**src/rtl/demux_route_sched_if.sv**
```systemverilog
// demux_route_sched_if: requester/controller bundle for the demux route scheduler.
// master = requester side (drives req), slave = controller side (drives the rest).
interface demux_route_sched_if;
    logic [1:0] req;
    logic [1:0] gnt;
    logic       sel;
    logic       route_en;
    logic       busy;

    modport master (
        output req,
        input  gnt,
        input  sel,
        input  route_en,
        input  busy
    );

    modport slave (
        input  req,
        output gnt,
        output sel,
        output route_en,
        output busy
    );
endinterface

```
**src/rtl/demux_route_sched.sv**
```systemverilog
// demux_route_sched: owns the select line of a 1-in/2-out demux.
// Two requesters compete for their own output path. A change of sel is
// bracketed by a guard interval with route_en low (break-before-make).
// An owner keeps the path for at least MIN_HOLD cycles and, when MAX_HOLD
// is non-zero, is preempted by a waiting requester after
// max(MIN_HOLD, MAX_HOLD) cycles. All outputs are registered.
// Optional feature: define DEMUX_ROUTE_SCHED_STATS_EN to add switch_cnt,
// a saturating count of sel toggles.
module demux_route_sched #(
    parameter int GUARD_CYCLES = 4,
    parameter int MIN_HOLD     = 16,
    parameter int MAX_HOLD     = 256,
    parameter int CNT_W        = 9
) (
    input  logic               clk,
    input  logic               rst,
    demux_route_sched_if.slave bus
`ifdef DEMUX_ROUTE_SCHED_STATS_EN
    ,
    output logic [15:0]        switch_cnt
`endif
);

    typedef enum logic [1:0] {
        IDLE  = 2'd0,
        GUARD = 2'd1,
        OWN   = 2'd2
    } state_t;

    // Preemption threshold: a waiting requester can never cut in before MIN_HOLD.
    localparam int               HOLD_LIM   = (MIN_HOLD > MAX_HOLD) ? MIN_HOLD : MAX_HOLD;
    localparam logic [CNT_W-1:0] HOLD_LIM_C = CNT_W'(HOLD_LIM);
    localparam logic [CNT_W-1:0] GUARD_C    = CNT_W'(GUARD_CYCLES);
    localparam logic [CNT_W-1:0] CNT_ONE    = {{(CNT_W-1){1'b0}}, 1'b1};
    localparam logic [CNT_W-1:0] CNT_MAX    = {CNT_W{1'b1}};

    // Registered state. In GUARD and OWN, sel doubles as the pending/owning
    // path, so no separate owner register is needed.
    state_t           state;
    logic             sel_q;
    logic             last_owner;
    logic [CNT_W-1:0] guard_cnt;
    logic [CNT_W-1:0] hold_cnt;

    // Next-state values.
    state_t           state_nxt;
    logic             sel_nxt;
    logic             last_owner_nxt;
    logic [CNT_W-1:0] guard_cnt_nxt;
    logic [CNT_W-1:0] hold_cnt_nxt;

    // Next output values, registered alongside the state.
    logic [1:0]       gnt_nxt;
    logic             route_en_nxt;
    logic             busy_nxt;

    // Decision helpers.
    logic             win;      // IDLE arbitration winner
    logic             start;    // begin routing toward tgt this edge
    logic             tgt;      // path being switched/routed to
    logic             leave;    // owner gives up the path (release or preemption)
    logic             preempt;

    // State register: FSM state, counters and all registered outputs.
    // NOTE: reset is asynchronous and every sequential assignment is non-blocking,
    // so all flops update together from values computed in the combinational blocks.
    always_ff @(posedge clk or posedge rst) begin
        if (rst) begin
            state        <= IDLE;
            sel_q        <= 1'b0;
            last_owner   <= 1'b1;
            guard_cnt    <= '0;
            hold_cnt     <= '0;
            bus.gnt      <= 2'b00;
            bus.route_en <= 1'b0;
            bus.busy     <= 1'b0;
        end else begin
            state        <= state_nxt;
            sel_q        <= sel_nxt;
            last_owner   <= last_owner_nxt;
            guard_cnt    <= guard_cnt_nxt;
            hold_cnt     <= hold_cnt_nxt;
            bus.gnt      <= gnt_nxt;
            bus.route_en <= route_en_nxt;
            bus.busy     <= busy_nxt;
        end
    end

    assign bus.sel = sel_q;

    // Next-state logic: arbitration, guard sequencing, hold/preemption.
    // NOTE: every variable gets a default first so no path leaves one unassigned
    // (which would otherwise infer a latch).
    always_comb begin
        state_nxt      = state;
        sel_nxt        = sel_q;
        last_owner_nxt = last_owner;
        guard_cnt_nxt  = guard_cnt;
        hold_cnt_nxt   = hold_cnt;
        start          = 1'b0;
        tgt            = sel_q;
        leave          = 1'b0;
        preempt        = 1'b0;

        // Single request wins outright; a tie goes to the one that did not own last.
        unique case (bus.req)
            2'b01:   win = 1'b0;
            2'b10:   win = 1'b1;
            2'b11:   win = ~last_owner;
            default: win = 1'b0;
        endcase

        unique case (state)
            IDLE: begin
                if (|bus.req) begin
                    start = 1'b1;
                    tgt   = win;
                end
            end

            GUARD: begin
                if (!bus.req[sel_q]) begin
                    // Pending winner gave up: hand over to the other side or go idle.
                    if (bus.req[~sel_q]) begin
                        start = 1'b1;
                        tgt   = ~sel_q;
                    end else begin
                        state_nxt = IDLE;
                    end
                end else if (guard_cnt >= GUARD_C) begin
                    state_nxt      = OWN;
                    hold_cnt_nxt   = CNT_ONE;
                    last_owner_nxt = sel_q;
                end else begin
                    guard_cnt_nxt = guard_cnt + CNT_ONE;
                end
            end

            OWN: begin
                if (hold_cnt != CNT_MAX) begin
                    hold_cnt_nxt = hold_cnt + CNT_ONE;
                end
                preempt = (MAX_HOLD != 0) && bus.req[~sel_q] && (hold_cnt >= HOLD_LIM_C);
                leave   = !bus.req[sel_q] || preempt;
                if (leave) begin
                    if (bus.req[~sel_q]) begin
                        start = 1'b1;
                        tgt   = ~sel_q;
                    end else begin
                        state_nxt = IDLE;
                    end
                end
            end

            default: begin
                state_nxt = IDLE;
            end
        endcase

        // Common routing entry: straight to OWN when sel already matches (or no
        // guard is configured), otherwise toggle sel and (re)start the guard.
        if (start) begin
            sel_nxt = tgt;
            if ((tgt == sel_q) || (GUARD_CYCLES == 0)) begin
                state_nxt      = OWN;
                hold_cnt_nxt   = CNT_ONE;
                last_owner_nxt = tgt;
            end else begin
                state_nxt     = GUARD;
                guard_cnt_nxt = CNT_ONE;
            end
        end
    end

    // Output logic: decode the next state into the values registered next edge.
    always_comb begin
        gnt_nxt      = 2'b00;
        route_en_nxt = 1'b0;
        busy_nxt     = (state_nxt != IDLE);
        if (state_nxt == OWN) begin
            gnt_nxt      = sel_nxt ? 2'b10 : 2'b01;
            route_en_nxt = 1'b1;
        end
    end

`ifdef DEMUX_ROUTE_SCHED_STATS_EN
    // Switch statistics: count every sel toggle, saturating at all-ones.
    always_ff @(posedge clk or posedge rst) begin
        if (rst) begin
            switch_cnt <= 16'h0000;
        end else if ((sel_nxt != sel_q) && (switch_cnt != 16'hFFFF)) begin
            switch_cnt <= switch_cnt + 16'h0001;
        end
    end
`endif

endmodule

```
**src/flat_wrapper.sv**
```systemverilog
// flat-port wrapper written by rule: the top's interface ports become plain ports
module demux_route_sched_flat 
#(
    parameter int GUARD_CYCLES = 4,
    parameter int MIN_HOLD     = 16,
    parameter int MAX_HOLD     = 256,
    parameter int CNT_W        = 9
)
  (clk, rst, bus_req, bus_gnt, bus_sel, bus_route_en, bus_busy);
  demux_route_sched_if bus_i ();
  input  logic clk;
  input  logic rst;
  input wire logic [$bits(bus_i.req)-1:0] bus_req;
  output wire logic [$bits(bus_i.gnt)-1:0] bus_gnt;
  output wire logic [$bits(bus_i.sel)-1:0] bus_sel;
  output wire logic [$bits(bus_i.route_en)-1:0] bus_route_en;
  output wire logic [$bits(bus_i.busy)-1:0] bus_busy;
  assign bus_i.req = bus_req;
  assign bus_gnt = bus_i.gnt;
  assign bus_sel = bus_i.sel;
  assign bus_route_en = bus_i.route_en;
  assign bus_busy = bus_i.busy;
  demux_route_sched #(.GUARD_CYCLES(GUARD_CYCLES), .MIN_HOLD(MIN_HOLD), .MAX_HOLD(MAX_HOLD), .CNT_W(CNT_W)) u_core (.clk(clk), .rst(rst), .bus(bus_i));
endmodule
```
**config.mk**
```make
export PLATFORM = sky130hd
export DESIGN_NAME = demux_route_sched_flat
export DESIGN_NICKNAME = d
export VERILOG_FILES = /design/src/rtl/demux_route_sched_if.sv /design/src/rtl/demux_route_sched.sv /design/src/flat_wrapper.sv
export SDC_FILE = /design/constraint.sdc
export NUM_CORES = 1
export LEC_CHECK = 0
export ABC_AREA = 1
export BUFFER_PORTS_ARGS = -buffer_cell sky130_fd_sc_hd__buf_2
export CORE_MARGIN = 2
export CORE_UTILIZATION = 55
export CTS_CLUSTER_DIAMETER = 50
export DETAILED_ROUTE_END_ITERATION = 8
export GPL_TIMING_DRIVEN = 0
export PLACE_DENSITY = 0.84
export SKIP_CTS_REPAIR_TIMING = 1
export SLEW_MARGIN = 15
export SYNTH_ARGS = -nofsm -noshare
export SYNTH_HDL_FRONTEND = slang
export SYNTH_SLANG_ARGS = --single-unit
```
**constraint.sdc**
```tcl
create_clock -name clk -period 2.5 [get_ports clk]
set_clock_uncertainty 0.15 [all_clocks]
set_input_delay 0.375 -clock clk [delete_from_list [all_inputs] [get_ports clk]]
set_output_delay 0.375 -clock clk [all_outputs]
set_load 0.01 [all_outputs]
```
======== Word-level counts from Yosys, hierarchy flattened ========
Index checks and enable logic that the tools add are counted.
Widths: inputs -> output; s select.
storage, ports and cells
  bits in registers ....................... 26
  output and inout bits ................... 5
  logic and storage cells ................. 71
cells by class
  add/sub/neg operators ................... 2
  $lt $le $gt $ge ......................... 4
  equal/unequal tests ..................... 7
  muxes and demuxes ....................... 42
  bitwise operators ....................... 2
  reductions and logical operators ........ 6
operator list
  operator             count
  $mux 9               10
  $mux 1               19
  $add 9x1->9 const B  2
  $pmux 9 s2           1
  $mux 2               8
  $ge 9x3->1 const B   1
  $ge 9x9->1 const B   1
  $ne 9x9->1 const B   1
  $eq 2x2->1 const B   4
  $pmux 1 s3           2
  $pmux 2 s3           1
  $lt 1x2->1 const B   2
  $eq 2x1->1 const B   1
  $logic_not 2->1      1
  $not 1->1            2
  $pmux 1 s2           1
  $reduce_bool 2->1    1
  $reduce_or 2->1      1
  $eq 1x1->1           1
  $logic_and 1x1->1    1
  $logic_not 1->1      1
  $logic_or 1x1->1     1

======== Longest topological paths before layout ========
Gate-level depths: netlist of run 1.
  depth after elaboration ................. 12
  depth in mapped cells ................... 14
  depth with buffers taken out ............ 14

======== Worst setup path after synthesis of run 1 ========
OpenSTA, ideal clock, no wires.
  kind .................................... register -> register
  start ................................... register u_core.state[1]
  end ..................................... register u_core.bus.gnt[0]
  setup time .............................. 0.125 ns
  arrival time ............................ 1.604 ns
  required time ........................... 2.225 ns
  path slack .............................. 0.621 ns
  stages on the path, launching flop included .. 12
  path buffers ............................ 0
  period minus slack after synthesis ...... 1.879 ns
  cells stage by stage .................... dfrtp_1 > inv_1 > ha_1 > inv_1 > o21ai_2 > nand2_1 > a21oi_4 > nand3_4 > nand2_4 > inv_2 > nand2_2 > nor2_1
on the way
  word-level cells in the longest chain between the ends .. 7
  elaborated cells between the ends (all ways) .. 17
  classes of those cells .................. 4 x eq/ne; 12 x mux; 1 x reduce/logical
RTL lines
  what                                line                        RTL
  from (decl)                         demux_route_sched.sv:39     state_t state;
  from (signal assigned)              demux_route_sched.sv:78     state <= state_nxt;
  $eq 2x2->1 (tied with other cells)  demux_route_sched.sv:113    unique case (state)
  $pmux 1 s3                          demux_route_sched.sv:113
  $eq 1x1->1                          demux_route_sched.sv:164    if ((tgt == sel_q) || (GUARD_CYCLES == 0)) begin
  $mux 2                              demux_route_sched.sv:164
  $mux 2 *                            demux_route_sched.sv:162    if (start) begin
  via u_core.state_nxt[0]             demux_route_sched.sv:46     state_t state_nxt;
  $eq 2x2->1 *                        demux_route_sched.sv:180    if (state_nxt == OWN) begin
  $mux 2 *                            demux_route_sched.sv:180
  via u_core.gnt_nxt[0]               demux_route_sched.sv:53     logic [1:0] gnt_nxt;
  to (signal assigned)                demux_route_sched.sv:83     bus.gnt <= gnt_nxt;
  to (decl)                           demux_route_sched_if.sv:20  output gnt,
The timed path passes the listed nets; every way through them passes the cells marked *.

======== Worst setup path after layout of run 1 ========
  start ................................... register u_core.state[0]
  end ..................................... register u_core.bus.gnt[0]
The elaborated chain is that of the path after synthesis.

==> flow_metrics.env, run 1 <==
export IMPL_drt_wl_total_um=2990
export IMPL_cap_violations=0
export IMPL_portBuffers=8
export IMPL_fin_cells=248
export IMPL_post_route_period_util_pct=86.1
export IMPL_slowest_delay_ns=0.45
export IMPL_path_class="reg -> reg"
export IMPL_routed_via_density=5.45
export IMPL_status="completed"
export IMPL_dr_total_vias=1352
export IMPL_io_pins=9
export IMPL_die_x_um=57.7
export IMPL_clockBufferDepth=2
export IMPL_synth_compound_area_share_pct=14.5
export IMPL_crit_fanout=10
export IMPL_drc=0
export IMPL_syn_area_um2=1580
export IMPL_synth_xor_area_share_pct=0
export IMPL_cts_htree_levels=1
export IMPL_ys_flop_type="dfrtp_1"
export IMPL_path_clk_slew_ns=0.14
export IMPL_cts_sinks=26
export IMPL_die_area_um2=3330
export IMPL_p_total_uw=1960
export IMPL_setup_violations=0
export IMPL_ys_top_cells_by_area="dfrtp_1 (39%), nand2_1 (11%), inv_1 (8.3%)"
export IMPL_synth_edff_count=0
export IMPL_crit_chain="inv_1 -> ha_1 -> inv_1 -> o21ai_2 -> nand2_1 -> a21oi_4 -> nand3_4 -> nand2_4 -> inv_2 -> nand2_2 -> nor2_1"
export IMPL_dpl_worst_slack_ns=0.378
export IMPL_place_hpwl_um=2220
export IMPL_fp_row_count=19
export IMPL_root_buffer="clkbuf_4"
export IMPL_synth_mux_area_share_pct=0.711
export IMPL_core_um2=2760
export IMPL_synth_top_area_share_pct=39.5
export IMPL_netlist_top_cells_count="nand2_1 (45), inv_1 (35), dfrtp_1 (25)"
export IMPL_grtUsageTotal_pct=20.8
export IMPL_critPathArrivalTime_ns=2.22
export IMPL_overflow=0
export IMPL_cp_num_buf_inv=3
export IMPL_nets=229
export IMPL_grt_first_pass_wirelength_um=5440
export IMPL_grt_setup_unrepaired="false"
export IMPL_multi_input_area_um2=790
export IMPL_insertion_delay_ns=0.32
export IMPL_die_height_um=57.7
export IMPL_yosys_area_share_simple_pct=29.1
export IMPL_synth_top_family_by_area="simple AND/OR/NAND/NOR gates"
export IMPL_fin_util_pct=62.2
export IMPL_numCtsBuffers=3
export IMPL_path_common_cell="inv_1"
export IMPL_slew_violations=0
export IMPL_syn_to_final_growth_pct=8.29
export IMPL_ir_worst_vdd_v=0.000729
export IMPL_syn_avg_cell_area_um2=7.73
export IMPL_dp_cells=244
export IMPL_synth_cells=205
export IMPL_max_slew_margin_pct=34.7
export IMPL_diodes=0
export IMPL_critical_path_slowest_cell="dfrtp_1"
export IMPL_place_congestion=0.864
export IMPL_seq_area_um2=652
export IMPL_start_util_pct=57.4
export IMPL_ys_ff_latch=26
export IMPL_seq_area_frac_synth_pct=41.2
export IMPL_finalSetupTns_ns=0
export IMPL_grt_max_degree=27
export IMPL_n_fill_cell=240
export IMPL_ant_nets=0
export IMPL_drive_above_1_share_pct=14.7
export IMPL_firstDrtPassIters=4
export IMPL_worstPathRequired_ns=2.57
export IMPL_p_leak_uw=0.000964
export IMPL_yosysUniqueCellTypes=27
export IMPL_fin_ws_ns=0.348
export IMPL_grt_pass1_vias=1227
export IMPL_cts_tree="built"
export IMPL_synth_fp_nets=216
export IMPL_yosysWarnings=0
export IMPL_synthAdderAreaFrac_pct=5.53
export IMPL_powerDensity_nw_per_um2=1140
export IMPL_yosysMostFrequentCell="nand2_1"
export IMPL_async_reset_ff_share_pct=100
export IMPL_antenna_found_initial=0
export IMPL_drtIter0Drc=84
export IMPL_critPathLaunchType="register"
export IMPL_yosysTopAreaCell="dfrtp_1"
export IMPL_max_slew_worst_pin_slew_ns=0.978
export IMPL_crit_family="simple AND/OR/NAND/NOR gates"
export IMPL_hold_viol_final=0
export IMPL_post_drt_wl_per_cell_um=12.1
export IMPL_max_freq_mhz=465
export IMPL_hold_path_class="in -> async"
export IMPL_endpoint_kind="register"
export IMPL_layout_min_cycle_time_ns=2.15
[state kept, by name (all words and copies together), names as in the netlist]
name                 cells
u_core.guard_cnt         9
u_core.bus.busy          1
u_core.bus.gnt           2
u_core.bus.sel           1
u_core.hold_cnt          9
u_core.state             2
u_core.bus.route_en      1
u_core.last_owner        1
[path summary, 6_finish.rpt]
kind                                          startpoint                       endpoint  slack (ns)  depth (start not counted)
max reg2reg                    u_core.state[0]$_DFF_PP0_    u_core.bus.gnt[0]$_DFF_PP0_        0.35                         11
min in group clk           u_core.guard_cnt[5]$_DFF_PP0_  u_core.guard_cnt[5]$_DFF_PP0_        0.34                          2
min reg2reg                u_core.guard_cnt[5]$_DFF_PP0_  u_core.guard_cnt[5]$_DFF_PP0_        0.34                          2
min                                                  rst    u_core.bus.gnt[0]$_DFF_PP0_        0.10                          2
max in group asynchronous                            rst   u_core.hold_cnt[0]$_DFF_PP0_        1.50                          2
max                            u_core.state[0]$_DFF_PP0_    u_core.bus.gnt[0]$_DFF_PP0_        0.35                         11
[cells by family after synthesis]
group / after synthesis
AOI/OAI and AO/OA: 39
buffers and inverters: 38
DFF: 26
muxes: 1
adders and majority gates: 7
and+or+nand+nor: 94
[cells in the final DEF (no fill, tap or decap), drive strengths merged, types with 2 or more instances in the layout]
master and n:
a21oi 14, or2 3, a22oi 2, nor2 15
nand3 19, o21ai 18, nand2 53, dfrtp 25
inv 37, ha 7, clkbuf 4, nand4 3
a31oi 2, buf 8
[stage by stage]
step | hold WS (ns) | cell area [um2]
finish | 0.102 | 1720
CTS | 0.120 | 1720
floorplan | 0.264 | 1580
global route | 0.188 | 1720
detailed placement | 0.302 | 1660
global placement | 0.300 | 1660
[metal layers]
metal  GRT usage (%)  part of all wire, %  vias up
met2            31.3                   44       38
met4            5.98                 0.70        0
met3            2.01                  4.1        2
li1                -                    -      683
met5               0                    0        -
met1            32.3                   51      629
[cell type report]
type	instances	area share (%)
Clock buffer	3	1.31
Inverter	37	8.10
Multi-Input combinational cell	141	46.0
Sequential cell	26	38.0
Timing Repair Buffer	8	2.33
Tap cell	31	2.26
Buffer	1	0.219
Clock inverter	1	1.75
[power breakdown]
group          internal, uW  switching, uW
sequential              537           90.0
clock                   162            124
combinational           350            697
Note: power is estimated with default switching activity, not from simulation.
==> run 2, diff against run 1 <==
CORE_UTILIZATION = 54   (was 55)
PLACE_DENSITY = 0.86   (was 0.84)
clock period = 1.83 ns   (was 2.5 ns; I/O delays follow)
==> flow_metrics.env, run 2 (synthesized netlist as in run 1, its figures left out) <==
export IMPL_status="complete, but fails checks"
export IMPL_violations="negative setup slack"
export IMPL_reg_largest_list="u_core.guard_cnt (9), u_core.hold_cnt (9)"
export IMPL_setup_violations=11
export IMPL_grtUsageMet2_pct=30.4
export IMPL_worstPathRequired_ns=1.91
export IMPL_fin_ws_ns=-0.0977
export IMPL_grt_first_pass_wirelength_um=5090
export IMPL_critPathArrivalTime_ns=2.01
export IMPL_path_clk_slew_ns=0.14
export IMPL_nets=246
export IMPL_path_class="reg -> reg"
export IMPL_dp_cells=244
export IMPL_clockBufferDepth=2
export IMPL_place_hpwl_um=2160
export IMPL_gr_max_usage_layer="met2"
export IMPL_critPathLaunchType="register"
export IMPL_numCtsBuffers=3
export IMPL_die_height_um=58.2
export IMPL_grtUsageTotal_pct=19.3
export IMPL_fp_row_count=19
export IMPL_cts_htree_levels=1
export IMPL_ir_worst_vdd_v=0.00192
export IMPL_final_common_cell="nand2_1"
export IMPL_dr_total_vias=1513
export IMPL_worstSetupStartpoint="u_core.bus.sel$_DFF_PP0_"
export IMPL_grt_setup_unrepaired="true"
export IMPL_cap_violations=0
export IMPL_start_util_pct=57.0
export IMPL_firstDrtPassIters=4
export IMPL_core_um2=2780
export IMPL_mostFrequentLayoutCells="nand2_1 (34), inv_1 (24), dfrtp_1 (22)"
export IMPL_grt_pass1_vias=1203
export IMPL_root_buffer="clkbuf_4"
export IMPL_post_drt_wl_per_cell_um=15.0
export IMPL_use_met1_pct=26.9
export IMPL_hold_path_class="in -> async"
export IMPL_portBuffers=8
export IMPL_max_freq_mhz=519
export IMPL_n_fill_cell=171
export IMPL_io_pins=9
export IMPL_hold_viol_final=0
export IMPL_reg2reg_from="u_core.bus.sel$_DFF_PP0_"
export IMPL_use_met3_pct=3.35
export IMPL_fin_util_pct=73.6
export IMPL_powerDensity_nw_per_um2=1730
export IMPL_post_route_period_util_pct=105
export IMPL_slew_violations=0
export IMPL_drt_wl_total_um=3980
export IMPL_ant_nets=0
export IMPL_drive_above_1_share_pct=38.0
export IMPL_grt_max_degree=27
export IMPL_antenna_found_initial=0
export IMPL_dpl_worst_slack_ns=-0.242
export IMPL_place_congestion=0.846
export IMPL_insertion_delay_ns=0.32
export IMPL_p_leak_uw=0.00107
export IMPL_diodes=0
export IMPL_cts_tree="built"
export IMPL_endpoint_kind="register"
export IMPL_fin_cells=265
export IMPL_die_area_um2=3380
export IMPL_layout_min_cycle_time_ns=1.93
export IMPL_die_x_um=58.2
export IMPL_overflow=0
export IMPL_drc=0
export IMPL_drtIter0Drc=185
export IMPL_finalSetupTns_ns=-0.305
export IMPL_cts_sinks=26
export IMPL_max_slew_worst_pin_slew_ns=0.983
export IMPL_hold_ws_ns=0.00761
export IMPL_syn_to_final_growth_pct=29.2
export IMPL_max_slew_margin_pct=34.4
export IMPL_routed_via_density=5.71
export IMPL_crit_fanout=7
## run 2: power breakdown
part	internal (uW)	total (uW)	switching, uW
Sequential	741	874	132
Clock	122	294	173
Combinational	987	2380	1390
## run 2: worst paths after layout
check	cells after the start	slack, ns	end
max in group asynchronous	2	0.87	u_core.bus.sel$_DFF_PP0_
min in group clk	2	0.34	u_core.guard_cnt[6]$_DFF_PP0_
setup / recovery	11	-0.1	u_core.bus.gnt[1]$_DFF_PP0_
hold / removal	2	0.008	u_core.guard_cnt[7]$_DFF_PP0_
hold reg to reg	2	0.34	u_core.guard_cnt[6]$_DFF_PP0_
setup reg to reg	11	-0.1	u_core.bus.gnt[1]$_DFF_PP0_
## run 2: worst max-delay path, cell delays in order (launching register included)
cell      delay, ns
dfrtp_2        0.47
clkinv_4       0.13
nand2_4        0.09
nand2_4        0.08
a21oi_2        0.15
nand2_2        0.09
nand2_1        0.12
nand2_1        0.12
nor2_1         0.22
a21oi_2        0.08
inv_1          0.10
nor2_4         0.03
## run 2: layout make-up
type / instances / area [um2] / area share [%]
Multi-Input combinational cell: 141 / 978 / 47.8
Sequential cell: 26 / 656 / 32.0
Timing Repair Buffer: 25 / 184 / 8.99
Inverter: 37 / 149 / 7.27
Tap cell: 31 / 38.8 / 1.89
Clock buffer: 4 / 36.3 / 1.77
Buffer: 1 / 5.00 / 0.244
## run 2: per-layer routing
layer / vias to the layer above / wire length, um
li1: 718 / -
met1: 717 / 1700
met2: 64 / 1960
met3: 14 / 190
met4: 0 / 127
met5: - / 0
## run 2: stage by stage
stage                     total power, uW  cell area (um2)
final                                3540             2050
after global routing                 3780             2050
after CTS                            2610             1720
after detailed placement             2310             1680
after global placement               2290             1680
after floorplan                      2000             1600
==> run 3, diff against run 2 <==
clock period = 1.72 ns   (was 1.83 ns; I/O delays follow)
==> flow_metrics.env, run 3 (synthesized netlist as in run 1, its figures left out) <==
export IMPL_status="complete, but fails checks"
export IMPL_violations="negative hold slack, negative setup slack"
export IMPL_fp_row_count=19
export IMPL_core_um2=2780
export IMPL_ir_worst_vdd_v=0.00200
export IMPL_post_route_period_util_pct=110
export IMPL_numCtsBuffers=3
export IMPL_path_clk_slew_ns=0.15
export IMPL_critPathArrivalTime_ns=2.01
export IMPL_cp_num_buf_inv=2
export IMPL_reg2reg_from="u_core.bus.sel$_DFF_PP0_"
export IMPL_seq_area_um2=656
export IMPL_path_class="reg -> reg"
export IMPL_multi_input_area_um2=992
export IMPL_reg_largest_list="u_core.guard_cnt (9), u_core.hold_cnt (9)"
export IMPL_r2r_end="u_core.bus.gnt[1]$_DFF_PP0_"
export IMPL_worstSetupStartpoint="u_core.bus.sel$_DFF_PP0_"
export IMPL_routed_via_density=5.49
export IMPL_layout_min_cycle_time_ns=1.89
export IMPL_clockBufferDepth=2
export IMPL_start_util_pct=57.0
export IMPL_insertion_delay_ns=0.33
export IMPL_die_area_um2=3380
export IMPL_n_fill_cell=192
export IMPL_drt_wl_total_um=4060
export IMPL_path_common_cell="nand2_4"
export IMPL_syn_to_final_growth_pct=30.0
export IMPL_hold_path_class="in -> async"
export IMPL_grtUsageMet2_pct=33.1
export IMPL_firstDrtPassIters=4
export IMPL_crit_chain="clkinv_4 -> nand2_4 -> nand2_4 -> o21ai_2 -> nand2_2 -> a21oi_4 -> buf_6 -> nand2_8 -> nand2_4 -> nand2_4 -> nor2_1"
export IMPL_drive_above_1_share_pct=38.3
export IMPL_p_leak_uw=0.00108
export IMPL_p_total_uw=3780
export IMPL_grt_max_degree=27
export IMPL_max_freq_mhz=528
export IMPL_setup_violations=24
export IMPL_die_x_um=58.2
export IMPL_post_drt_wl_per_cell_um=15.3
export IMPL_worstPathRequired_ns=1.84
export IMPL_root_buffer="clkbuf_4"
export IMPL_cts_tree="built"
export IMPL_place_congestion=0.849
export IMPL_mostFrequentLayoutCells="nand2_1 (33), inv_1 (28), dfrtp_1 (22)"
export IMPL_drtIter0Drc=125
export IMPL_dpl_worst_slack_ns=-0.378
export IMPL_use_met1_pct=28.8
export IMPL_portBuffers=8
export IMPL_cap_violations=0
export IMPL_drc=0
export IMPL_grt_first_pass_wirelength_um=5580
export IMPL_final_common_cell="nand2_1"
export IMPL_max_slew_margin_pct=36.2
export IMPL_cts_sinks=26
export IMPL_endpoint_kind="register"
export IMPL_io_pins=9
export IMPL_diodes=0
export IMPL_regToRegSetupSlack_ns=-0.17
export IMPL_hold_ws_ns=-0.0316
export IMPL_overflow=0
export IMPL_slowest_delay_ns=0.50
export IMPL_grtUsageTotal_pct=21.6
export IMPL_critical_path_slowest_cell="dfrtp_2"
export IMPL_max_slew_worst_pin_slew_ns=0.955
export IMPL_crit_fanout=7
export IMPL_gr_max_usage_layer="met2"
export IMPL_dr_total_vias=1461
export IMPL_place_hpwl_um=2290
export IMPL_antenna_found_initial=0
export IMPL_slew_violations=0
export IMPL_grt_setup_unrepaired="true"
export IMPL_r2r_cells=11
export IMPL_die_height_um=58.2
export IMPL_nets=247
export IMPL_cts_htree_levels=1
export IMPL_grt_pass1_vias=1314
export IMPL_powerDensity_nw_per_um2=1840
export IMPL_hold_viol_final=25
export IMPL_fin_ws_ns=-0.173
export IMPL_critPathLaunchType="register"
export IMPL_ant_nets=0
export IMPL_crit_family="simple AND/OR/NAND/NOR gates"
export IMPL_use_met3_pct=4.02
-- run 3: cell count changes in the layout (fill, tap and decap cells not counted), moves of 2 or more --
cell and change:
o21ai_0 -3, inv_1 +4, a21oi_1 -3, a21oi_2 +2
inv_4 -2, inv_2 -2, o21ai_1 +2
-- run 3: cell type report --
type	instances	share of cell area, %
plain buffers	1	0.243
flip-flops and latches	26	31.8
inverters	37	6.99
repair buffers	25	8.32
clock buffers	3	1.09
well taps	31	1.88
multi-input cells	142	48.2
clock inverters	1	1.46
-- run 3: worst max path at each step --
stage / endpoint / cells past startpoint
floorplan: u_core.bus.gnt[0]$_DFF_PP0_ / 11
global placement: u_core.bus.gnt[0]$_DFF_PP0_ / 11
detailed placement: u_core.bus.gnt[0]$_DFF_PP0_ / 11
CTS: u_core.bus.gnt[0]$_DFF_PP0_ / 11
global route: u_core.bus.gnt[0]$_DFF_PP0_ / 11
finish: u_core.bus.gnt[1]$_DFF_PP0_ / 11
-- run 3: report_power, final --
part           internal, uW  leakage, uW  switching, uW
sequential              788     0.000336            152
clock                   236    0.0000279            188
combinational           948     0.000718           1470
total                  1970      0.00108           1810
-- run 3: layer usage --
layer / up-vias / routed length [um]
li1: 725 / -
met1: 688 / 1810
met2: 36 / 2010
met3: 12 / 140
met4: 0 / 95
met5: - / 0
-- run 3: metrics by stage --
stage | cell area [um2] | std cells | util (%) | TNS, ns | hold WS [ns]
2_1_floorplan | 1600 | 205 | - | -0.341 | 0.147
3_3_place_gp | 1680 | 244 | 60.5 | -5.13 | 0.299
3_5_place_dp | 1680 | 244 | 60.5 | -5.71 | 0.304
4_1_cts | 1730 | 248 | 62.3 | -6.30 | 0.00532
5_1_grt | 2060 | 266 | 74.0 | -4.44 | 0.0660
6_report | 2060 | 266 | 74.0 | -2.66 | -0.0316
-- run 3: worst register-to-register path, delay by kind of cell, from the launching register on --
family,cells,cell delay [ns]
AO/OA/AOI/OAI,2,0.38
buffers and inverters,2,0.28
flip-flops,1,0.50
AND/OR/NAND/NOR,7,0.53
